`src/rtl/move_sequencer_pkg.sv`:
```
// Shared cube move encodings and sequencer state enum for move_sequencer.
// MOVE_SEQ_TIMEOUT_EN adds the sticky FAULT state.
package cube_pkg;

   localparam int FACE_W    = 3;
   localparam int TURN_W    = 2;
   localparam int MOVE_W    = FACE_W + TURN_W;
   localparam int NUM_FACES = 6;

   typedef enum logic [FACE_W-1:0] {
      FACE_U = 3'd0,
      FACE_D = 3'd1,
      FACE_F = 3'd2,
      FACE_B = 3'd3,
      FACE_L = 3'd4,
      FACE_R = 3'd5
   } face_e;

   typedef enum logic [TURN_W-1:0] {
      TURN_CW   = 2'd0,
      TURN_CCW  = 2'd1,
      TURN_HALF = 2'd2
   } turn_e;

   typedef enum logic [2:0] {
      ST_IDLE,
      ST_LOAD,
      ST_TURN_WAIT,
      ST_SETTLE_WAIT
`ifdef MOVE_SEQ_TIMEOUT_EN
      , ST_FAULT
`endif
   } seq_state_e;

   function automatic logic move_is_legal(input logic [MOVE_W-1:0] m);
      return (m[MOVE_W-1:TURN_W] < FACE_W'(NUM_FACES)) && (m[TURN_W-1:0] != 2'd3);
   endfunction

endpackage

```
`src/rtl/move_sequencer_if.sv`:
```
// Move command channel between the solver (master) and move_sequencer (slave).
interface move_sequencer_if;
   logic       move_valid;
   logic       move_ready;
   logic [4:0] move_data;

   modport master (output move_valid, output move_data, input  move_ready);
   modport slave  (input  move_valid, input  move_data, output move_ready);
endinterface

```
`src/rtl/move_sequencer_move_fifo.sv`:
```
// Count-based synchronous move FIFO; clr empties it on the next edge.
module move_fifo #(
   parameter int DEPTH = 16,
   parameter int W     = 5
) (
   input  logic         clock,
   input  logic         reset,
   input  logic         clr,
   input  logic         push,
   input  logic         pop,
   input  logic [W-1:0] wr_data,
   output logic [W-1:0] rd_data,
   output logic         full,
   output logic         empty
);
   localparam int AW = (DEPTH > 1) ? $clog2(DEPTH) : 1;
   localparam int CW = $clog2(DEPTH + 1);

   logic [W-1:0]  mem_q [DEPTH];
   logic [AW-1:0] wr_ptr_q, wr_ptr_d, rd_ptr_q, rd_ptr_d;
   logic [CW-1:0] count_q, count_d;
   logic          do_push, do_pop;

   assign full    = (count_q == CW'(DEPTH));
   assign empty   = (count_q == '0);
   assign rd_data = mem_q[rd_ptr_q];
   assign do_push = push && !full && !clr;
   assign do_pop  = pop && !empty && !clr;

   always_comb begin
      wr_ptr_d = wr_ptr_q;
      rd_ptr_d = rd_ptr_q;
      count_d  = count_q;
      if (clr) begin
         wr_ptr_d = '0;
         rd_ptr_d = '0;
         count_d  = '0;
      end else begin
         if (do_push) wr_ptr_d = wr_ptr_q + 1'b1;
         if (do_pop)  rd_ptr_d = rd_ptr_q + 1'b1;
         case ({do_push, do_pop})
            2'b10:   count_d = count_q + 1'b1;
            2'b01:   count_d = count_q - 1'b1;
            default: count_d = count_q;
         endcase
      end
   end

   always_ff @(posedge clock) begin
      if (reset) begin
         wr_ptr_q <= '0;
         rd_ptr_q <= '0;
         count_q  <= '0;
      end else begin
         wr_ptr_q <= wr_ptr_d;
         rd_ptr_q <= rd_ptr_d;
         count_q  <= count_d;
      end
   end

   always_ff @(posedge clock) begin
      if (do_push) mem_q[wr_ptr_q] <= wr_data;
   end

endmodule

```
`src/rtl/move_sequencer.sv`:
```
// Queues cube moves and plays them one at a time through a turn/settle timer handshake.
// Define MOVE_SEQ_TIMEOUT_EN to add the per-phase watchdog and sticky FAULT state.
//
// state          | meaning
// IDLE           | nothing in service, waiting for a queued move
// LOAD           | pop FIFO head, latch face/turn
// TURN_WAIT      | servo driven, waiting for turn delay
// SETTLE_WAIT    | servo released, waiting for settle delay
// FAULT          | watchdog expired (optional), held until reset/flush
module move_sequencer
   import cube_pkg::*;
#(
   parameter int DEPTH          = 16,
   parameter int TIMEOUT_CYCLES = 100000000
) (
   input  logic               clock,
   input  logic               reset,
   move_sequencer_if.slave    mv,
   input  logic               flush,
   output logic               timer_start,
   input  logic               timer_done,
   output logic               servo_en,
   output logic [FACE_W-1:0]  servo_face,
   output logic [TURN_W-1:0]  servo_turn,
   output logic               busy,
   output logic               seq_done,
   output logic               illegal_move,
   output logic [7:0]         move_count,
   output logic               fault
);
   seq_state_e         state_q, state_d;
   logic               first_q, first_d;
   logic [7:0]         move_count_q, move_count_d;
   logic               seq_done_q, seq_done_d;
   logic               illegal_q, illegal_d;
   logic [FACE_W-1:0]  face_q, face_d;
   logic [TURN_W-1:0]  turn_q, turn_d;
   logic [MOVE_W-1:0]  fifo_head;
   logic               fifo_full, fifo_empty;
   logic               accept, legal, push, pop, wait_phase, done_eff, settle_done;
   logic               wd_hit;

   assign accept      = mv.move_valid && mv.move_ready;
   assign legal       = move_is_legal(mv.move_data);
   assign push        = accept && legal && !flush;
   assign pop         = (state_q == ST_LOAD) && !flush;
   assign wait_phase  = (state_q == ST_TURN_WAIT) || (state_q == ST_SETTLE_WAIT);
   // A done arriving with the start pulse belongs to the previous timer run.
   assign done_eff    = timer_done && wait_phase && !first_q;
   assign settle_done = (state_q == ST_SETTLE_WAIT) && done_eff && !flush;

   move_fifo #(.DEPTH(DEPTH), .W(MOVE_W)) u_fifo (
      .clock   (clock),
      .reset   (reset),
      .clr     (flush),
      .push    (push),
      .pop     (pop),
      .wr_data (mv.move_data),
      .rd_data (fifo_head),
      .full    (fifo_full),
      .empty   (fifo_empty)
   );

`ifdef MOVE_SEQ_TIMEOUT_EN
   logic [26:0] wd_q, wd_d;
   assign wd_hit = wait_phase && (wd_q == 27'(TIMEOUT_CYCLES - 1));
   always_comb begin
      wd_d = wd_q;
      if (first_d)         wd_d = '0;
      else if (wait_phase) wd_d = wd_q + 1'b1;
   end
   always_ff @(posedge clock) begin
      if (reset) wd_q <= '0;
      else       wd_q <= wd_d;
   end
`else
   logic unused_timeout;
   assign wd_hit         = 1'b0;
   assign unused_timeout = (TIMEOUT_CYCLES == 0);
`endif

   always_ff @(posedge clock) begin
      if (reset) state_q <= ST_IDLE;
      else       state_q <= state_d;
   end

   always_comb begin
      state_d = state_q;
      if (flush) begin
         state_d = ST_IDLE;
      end else begin
         case (state_q)
            ST_IDLE:        if (!fifo_empty) state_d = ST_LOAD;
            ST_LOAD:        state_d = ST_TURN_WAIT;
            ST_TURN_WAIT: begin
               if (done_eff)    state_d = ST_SETTLE_WAIT;
`ifdef MOVE_SEQ_TIMEOUT_EN
               else if (wd_hit) state_d = ST_FAULT;
`endif
            end
            ST_SETTLE_WAIT: begin
               if (done_eff)    state_d = fifo_empty ? ST_IDLE : ST_LOAD;
`ifdef MOVE_SEQ_TIMEOUT_EN
               else if (wd_hit) state_d = ST_FAULT;
`endif
            end
`ifdef MOVE_SEQ_TIMEOUT_EN
            ST_FAULT:       state_d = ST_FAULT;
`endif
            default:        state_d = ST_IDLE;
         endcase
      end
   end

   always_comb begin
      servo_en      = (state_q == ST_TURN_WAIT);
      timer_start   = wait_phase && first_q;
      busy          = !fifo_empty || (state_q != ST_IDLE);
      mv.move_ready = !fifo_full;
      seq_done      = seq_done_q;
      illegal_move  = illegal_q;
      move_count    = move_count_q;
      servo_face    = face_q;
      servo_turn    = turn_q;
`ifdef MOVE_SEQ_TIMEOUT_EN
      fault         = (state_q == ST_FAULT);
`else
      fault         = 1'b0;
`endif
   end

   always_comb begin
      first_d      = (state_d == ST_TURN_WAIT || state_d == ST_SETTLE_WAIT) && (state_d != state_q);
      move_count_d = move_count_q + 8'(settle_done);
      seq_done_d   = settle_done && fifo_empty;
      illegal_d    = accept && !legal;
      face_d       = face_q;
      turn_d       = turn_q;
      if (pop) begin
         face_d = fifo_head[MOVE_W-1:TURN_W];
         turn_d = fifo_head[TURN_W-1:0];
      end
   end

   always_ff @(posedge clock) begin
      if (reset) begin
         first_q      <= 1'b0;
         move_count_q <= '0;
         seq_done_q   <= 1'b0;
         illegal_q    <= 1'b0;
         face_q       <= '0;
         turn_q       <= '0;
      end else begin
         first_q      <= first_d;
         move_count_q <= move_count_d;
         seq_done_q   <= seq_done_d;
         illegal_q    <= illegal_d;
         face_q       <= face_d;
         turn_q       <= turn_d;
      end
   end

endmodule
```
`src/flat_wrapper.sv`:
```
// flat-port wrapper written by rule: the top's interface ports become plain ports
module move_sequencer_flat import cube_pkg::*;
#(
   parameter int DEPTH          = 16,
   parameter int TIMEOUT_CYCLES = 100000000
)
  (clock, reset, flush, timer_start, timer_done, servo_en, servo_face, servo_turn, busy, seq_done, illegal_move, move_count, fault, mv_move_valid, mv_move_data, mv_move_ready);
  move_sequencer_if mv_i ();
  input  logic clock;
  input  logic reset;
  input  logic flush;
  output logic timer_start;
  input  logic timer_done;
  output logic servo_en;
  output logic [FACE_W-1:0] servo_face;
  output logic [TURN_W-1:0] servo_turn;
  output logic busy;
  output logic seq_done;
  output logic illegal_move;
  output logic [7:0] move_count;
  output logic fault;
  input wire logic [$bits(mv_i.move_valid)-1:0] mv_move_valid;
  input wire logic [$bits(mv_i.move_data)-1:0] mv_move_data;
  output wire logic [$bits(mv_i.move_ready)-1:0] mv_move_ready;
  assign mv_i.move_valid = mv_move_valid;
  assign mv_i.move_data = mv_move_data;
  assign mv_move_ready = mv_i.move_ready;
  move_sequencer #(.DEPTH(DEPTH), .TIMEOUT_CYCLES(TIMEOUT_CYCLES)) u_core (.clock(clock), .reset(reset), .mv(mv_i), .flush(flush), .timer_start(timer_start), .timer_done(timer_done), .servo_en(servo_en), .servo_face(servo_face), .servo_turn(servo_turn), .busy(busy), .seq_done(seq_done), .illegal_move(illegal_move), .move_count(move_count), .fault(fault));
endmodule
```
`config.mk`:
```
export PLATFORM = sky130hd
export DESIGN_NAME = move_sequencer_flat
export DESIGN_NICKNAME = d
export VERILOG_FILES = /design/src/rtl/move_sequencer_pkg.sv /design/src/rtl/move_sequencer_if.sv /design/src/rtl/move_sequencer_move_fifo.sv /design/src/rtl/move_sequencer.sv /design/src/flat_wrapper.sv
export SDC_FILE = /design/constraint.sdc
export NUM_CORES = 1
export LEC_CHECK = 0
export ABC_AREA = 1
export BUFFER_PORTS_ARGS = -buffer_cell sky130_fd_sc_hd__buf_2
export CELL_PAD_IN_SITES_DETAIL_PLACEMENT = 1
export CELL_PAD_IN_SITES_GLOBAL_PLACEMENT = 1
export CORE_MARGIN = 2
export CORE_UTILIZATION = 45
export DETAILED_ROUTE_END_ITERATION = 16
export MAX_ROUTING_LAYER = met4
export PLACE_DENSITY = 0.83
export RECOVER_POWER = 25
export REMOVE_ABC_BUFFERS = 1
export SLEW_MARGIN = 15
export SYNTH_ARGS = -nofsm -noshare
export SYNTH_HDL_FRONTEND = slang
export SYNTH_HIERARCHICAL = 1
export SYNTH_SLANG_ARGS = --single-unit
```
`constraint.sdc`:
```
create_clock -name clock -period 3 [get_ports clock]
set_input_delay 0.6 -clock clock [delete_from_list [all_inputs] [get_ports clock]]
set_output_delay 0.6 -clock clock [all_outputs]
set_load 0.01 [all_outputs]
```
==> results of run 1 <==
power by group:
part            total, W  internal [W]  switching (W)
sequential       0.00172       0.00171     0.00000418
clock            0.00184       0.00117       0.000669
combinational  0.0000784     0.0000187      0.0000597
kinds of logic (layout without fill, tap and decap cells):
kind of cell | count (synthesis) | in the layout | share of synthesized area
adders and majority gates | 10 | 10 | 0.0250
buffers and inverters | 81 | 134 | 0.0639
muxes | 20 | 20 | 0.0400
xor gates and xnor gates | 6 | 6 | 0.0120
and+or+nand+nor | 137 | 137 | 0.125
AOI/OAI and AO/OA | 97 | 97 | 0.110
other | 1 | 2 | 0.000749
DFF | 116 | 116 | 0.623
cell usage after synthesis, drive strengths merged:
master	count	area [um2]
nor3b	1	7.51
nand3	17	100
conb	1	3.75
edfxtp	80	2400
a21oi	32	164
ha	10	125
nand2	45	189
a22o	1	8.76
mux2i	20	200
a31oi	1	6.26
nor3	5	30.0
nand4	7	50.1
clkbuf	7	26.3
o21ai	40	200
buf	7	37.5
a31o	1	8.76
dfxtp	36	721
inv	66	253
nor2	62	248
xor2	6	60.1
clkinv	1	3.75
o211ai	22	165
final timing paths:
kind                                    startpoint                               endpoint  slack, ns
min reg2reg      u_core/servo_face[2]$_SDFFE_PP0P_      u_core/servo_face[2]$_SDFFE_PP0P_       0.52
min                                  mv_move_valid         u_core/illegal_move$_SDFF_PP0_       0.39
max reg2reg  u_core/u_fifo/count_q[0]$_SDFFE_PP0P_  u_core/u_fifo/count_q[4]$_SDFFE_PP0P_       0.37
max          u_core/u_fifo/count_q[0]$_SDFFE_PP0P_  u_core/u_fifo/count_q[4]$_SDFFE_PP0P_       0.37
through the flow:
| step | total power (W) | utilization |
|---|---|---|
| 2_1_floorplan | 0.00178 | - |
| 3_3_place_gp | 0.00182 | 0.491 |
| 3_5_place_dp | 0.00183 | 0.491 |
| 4_1_cts | 0.00366 | 0.541 |
| 5_1_grt | 0.00375 | 0.540 |
| 6_report | 0.00364 | 0.540 |
timing repair:
item / in CTS / in global routing
setup endpoints to repair: 0 / 1
resized for setup: 0 / 2
setup buffers: 0 / 0
layout make-up:
type,count,area (um2)
multi-input combinational,272,1570
fill,1180,4990
clock inverter,4,20.0
inverter,67,256
sequential,116,3130
clock buffer,28,527
tap,140,175
timing repair buffer,35,179
critical path, delay by kind of cell (launching register included):
family        cells  cell delay, ns
buf+inv           4            0.24
simple gates     12            1.25
flops             1            0.40
fa+ha+maj         2            0.64
cell usage in the layout, fill, tap and decap left out, drive strengths merged:
cell    synthesis  final
a31oi           1      1
nand4           7      7
nand3          17     17
mux2i          20     20
o21ai          40     40
edfxtp         80     80
clkinv          1      5
nor2           62     62
a22o            1      1
inv            66     66
ha             10     10
buf             7     30
nor3            5      5
o211ai         22     22
nor3b           1      1
clkbuf          7     33
dfxtp          36     36
conb            1      2
a21oi          32     32
xor2            6      6
nand2          45     45
a31o            1      1
sequential cells by signal, indices dropped and copies added (netlist names), named ones only:
| name | flops |
|---|---|
| u_core/servo_turn | 2 |
| u_core/first_q | 1 |
| u_core/u_fifo/wr_ptr_q | 4 |
| u_core/seq_done | 1 |
| u_core/servo_face | 3 |
| u_core/u_fifo/count_q | 5 |
| u_core/u_fifo/mem_q | 80 |
| u_core/state_q | 3 |
| u_core/u_fifo/rd_ptr_q | 4 |
| u_core/move_count | 8 |
| u_core/illegal_move | 1 |
metal layers:
layer / GRT usage / share of wire
met1: 0.294 / 0.42
met3: 0.0605 / 0.048
met5: - / 0
met2: 0.408 / 0.51
met4: 0.0940 / 0.019
==> results.cfg, run 1 <==
[status]
status = finished clean

[final_layout]
final_layout_size_suffix_gt1_frac = 0.153
nNetsFinal = 529
final_cells = 662
fin_area_um2 = 5850
antenna_cells = 0
area_growth_syn_to_layout_pct = 16.9

[timing]
fin_crit_sh = 0.876
drv_slew = 0
setup_viol = 0
worst_slew_pin_slew_ns = 0.932
worst_slack_ns = 0.373
fin_crit_ns = 2.63
holdWs_ns = 0.391
final_hold_viol_count = 0
skew_ns = 0.0107
finalSetupTns_ns = 0
relSlewSlack = 0.379
rsz0062_at_grt = no
fmax_ghz = 0.381

[worst_setup_path]
ff2ff_path_depth = 18
endpoint_kind = flip-flop
critPathMaxStageDelay_ns = 0.40
crit_path_start_kind = flip-flop
slowest_stage = dfxtp_1
critPathKind = flip-flop to flip-flop
required_ns = 3.41
worstPathCellList = nor2_2 -> nand3_2 -> inv_1 -> inv_1 -> nand2_1 -> nor3_1 -> inv_1 -> nor2_1 -> nand2_4 -> ha_1 -> ha_1 -> inv_1 -> nor2_2 -> nand2_2 -> nand3_1 -> nand2_1 -> nor2_1 -> nor2_1
crit_top_cell = inv_1
critPathMaxFanout = 10
arrival_ns = 3.03

[clock_tree]
root_buffer = clkbuf_8
clk_pin_slew_ns = 0.05
cts_made_buffers = 17
clk_latency_ns = 0.52
cts_tree = yes
holdBufCountCts = 0
cts_max_level = 4
clock-sinks = 116
cts_buffer_depth = 2

[detailed_routing]
drt_iter0_drc = 288
wl_per_cell_um = 20.0
wl_mm = 13.3
drc = 0
drtPass1Iterations = 4
vias = 3585
ant_nets = 0
viasPerCell = 5.42

[synthesis]
ys_types = 35
ys_seq_elements = 116
synth_cells = 468
yosysWarnings = 6
netlist_area_um2 = 5010
synth_area_per_cell_um2 = 10.7
seq_area_frac_synth = 0.623

[min_path]
whs_path_depth = 3
worstHoldPathType = input port to flip-flop

[global_routing]
overflow = 0
grtUsageTotal = 0.247
grt_pass1_wl_mm = 20.8
antenna_found_initial = 0
grt_max_degree = 32
grt_pass1_vias = 3873

[floorplan]
num_rows = 38
die-height_um = 110
core_um2 = 10800
ios = 30
dieArea_um2 = 12000
die_w_um = 110
start_util = 0.462

[pwr]
powerDensity_nw_per_um2 = 621
p_leak_nw = 2.23
vdd_drop_max_v = 0.000378

[placement]
gp_congestion = 0.848
pre_cts_ws_ns = 0.0462
hpwlAfterDp_mm = 8.68
numPortBuffers = 28
dpl_cell_area_um2 = 5320
placed_cells = 630

[job]
drv_cap = 0
Power figures use the tool's default switching activity.
==> inputs of run 2 (changes only) <==
==> constraint.sdc (replaced) <==
create_clock -name clock -period 2.8 [get_ports clock]
set_input_delay 0.56 -clock clock [delete_from_list [all_inputs] [get_ports clock]]
set_output_delay 0.56 -clock clock [all_outputs]
set_load 0.01 [all_outputs]
==> results.cfg, run 2 (synthesis gave the netlist of run 1 again) <==
[status]
status = finished clean

[timing]
fin_crit_sh = 0.921
drv_slew = 0
relSlewSlack = 0.404
skew_ns = 0.00836
fin_crit_ns = 2.58
rsz0062_at_grt = no
final_hold_viol_count = 0
fmax_ghz = 0.388
setup_viol = 0
finalSetupTns_ns = 0
worst_slack_ns = 0.221
worst_slew_pin_slew_ns = 0.894

[clock_tree]
cts_max_level = 4
cts_tree = yes
cts_made_buffers = 17
clock-sinks = 116
holdBufCountCts = 0
cts_buffer_depth = 2
clk_pin_slew_ns = 0.06
root_buffer = clkbuf_8
clk_latency_ns = 0.52

[worst_setup_path]
crit_path_start_kind = flip-flop
critPathKind = flip-flop to flip-flop
crit_top_cell = inv_1
endpoint_kind = flip-flop
required_ns = 2.96
cp_top_family = simple AND/OR/NAND/NOR gates
arrival_ns = 2.73
critPathMaxFanout = 9
slowest_stage = nor2_1
critPathBufInv = 4
critPathMaxStageDelay_ns = 0.45
worstPathCellList = nor2_2 -> nand3_2 -> inv_1 -> inv_1 -> nand2_1 -> nor3_1 -> inv_1 -> nor2_2 -> nand2_4 -> buf_4 -> nor2_1 -> nand2_1 -> nor2_1

[global_routing]
antenna_found_initial = 0
overflow = 0
grtUsageTotal = 0.251
grt_max_degree = 38
grt_pass1_wl_mm = 21.2
grt_pass1_vias = 3842

[pwr]
vdd_drop_max_v = 0.000290
powerDensity_nw_per_um2 = 700
p_leak_nw = 2.28

[detailed_routing]
drt_iter0_drc = 264
drc = 0
viasPerCell = 5.47
wl_mm = 13.7
wl_per_cell_um = 20.5
drtPass1Iterations = 5
vias = 3660
ant_nets = 0

[placement]
pre_cts_ws_ns = 0.0787
gp_congestion = 0.873
hpwlAfterDp_mm = 8.48
numPortBuffers = 28

[floorplan]
core_um2 = 10800
dieArea_um2 = 12000
num_rows = 38
die_w_um = 110
ios = 30
start_util = 0.462
die-height_um = 110

[final_layout]
largest_reg_flops = 80
nNetsFinal = 536
layout_commonest_cell = edfxtp_1
final_layout_size_suffix_gt1_frac = 0.163
area_growth_syn_to_layout_pct = 19.5
largest_register = u_core/u_fifo/mem_q
layout_common_cells = edfxtp_1 (80), inv_1 (61), nor2_1 (57), nand2_1 (41), o21ai_0 (37)
antenna_cells = 0

[min_path]
worstHoldPathType = input port to flip-flop

[job]
drv_cap = 0
## run 2: cell count changes in the layout (fill, tap and decap cells not counted), moves of 3 or more
| cell | delta |
|---|---|
| clkbuf_1 | -3 |
| bufinv_16 | +5 |
| clkinv_1 | +4 |
| clkbuf_8 | -5 |
| buf_4 | +6 |
## run 2: path summary, 6_finish.rpt
path	start	endpoint	slack [ns]	cells after the start
worst max register to register	u_core/u_fifo/count_q[3]$_SDFFE_PP0P_	u_core/u_fifo/mem_q[3][3]$_DFFE_PP_	0.22	13
worst max-delay path	u_core/u_fifo/count_q[3]$_SDFFE_PP0P_	u_core/u_fifo/mem_q[3][3]$_DFFE_PP_	0.22	13
worst min register to register	u_core/servo_turn[1]$_SDFFE_PP0P_	u_core/servo_turn[1]$_SDFFE_PP0P_	0.48	2
worst min-delay path	reset	u_core/move_count[6]$_SDFF_PP0_	0.36	2
## run 2: metrics by stage
| step | area (um2) | std cells | util | total power (W) | hold slack, ns |
|---|---|---|---|---|---|
| after floorplan | 4950 | 455 | - | 0.00191 | 0.469 |
| after CTS | 5990 | 669 | 0.553 | 0.00421 | 0.339 |
| after global placement | 5380 | 637 | 0.497 | 0.00196 | 0.462 |
| after detailed placement | 5380 | 637 | 0.497 | 0.00196 | 0.478 |
| after global routing | 5980 | 669 | 0.552 | 0.00428 | 0.368 |
| final | 5980 | 669 | 0.552 | 0.00419 | 0.365 |
## run 2: per-layer routing
metal  GRT usage  routed length (um)
met1       0.297                5530
met2       0.406                7000
met3      0.0593                 781
met4       0.121                 433
met5           -                   0
## run 2: worst reg2reg max path, cell delays in order (launching register included)
cell,delay [ns]
dfxtp_1,0.39
nor2_2,0.08
nand3_2,0.11
inv_1,0.06
inv_1,0.07
nand2_1,0.11
nor3_1,0.21
inv_1,0.08
nor2_2,0.14
nand2_4,0.07
buf_4,0.17
nor2_1,0.14
nand2_1,0.13
nor2_1,0.45
## run 2: cell type report
class	count	area [um2]
multi-input cells	272	1580
repair buffers	42	243
clock buffers	19	422
well taps	140	175
flip-flops and latches	116	3130
inverters	67	256
clock inverters	13	188
fillers	1156	4860
## run 2: timing repair
action	CTS	global route
setup buffers	0	0
endpoints found under the setup margin	0	55
resized for setup	0	3
## run 2: report_power, final
part | switching [W] | leakage, nW | internal (W)
logic | 0.0000665 | 0.975 | 0.0000210
registers | 0.00000451 | 1.01 | 0.00184
clock network | 0.000744 | 0.296 | 0.00152
total | 0.000815 | 2.28 | 0.00337
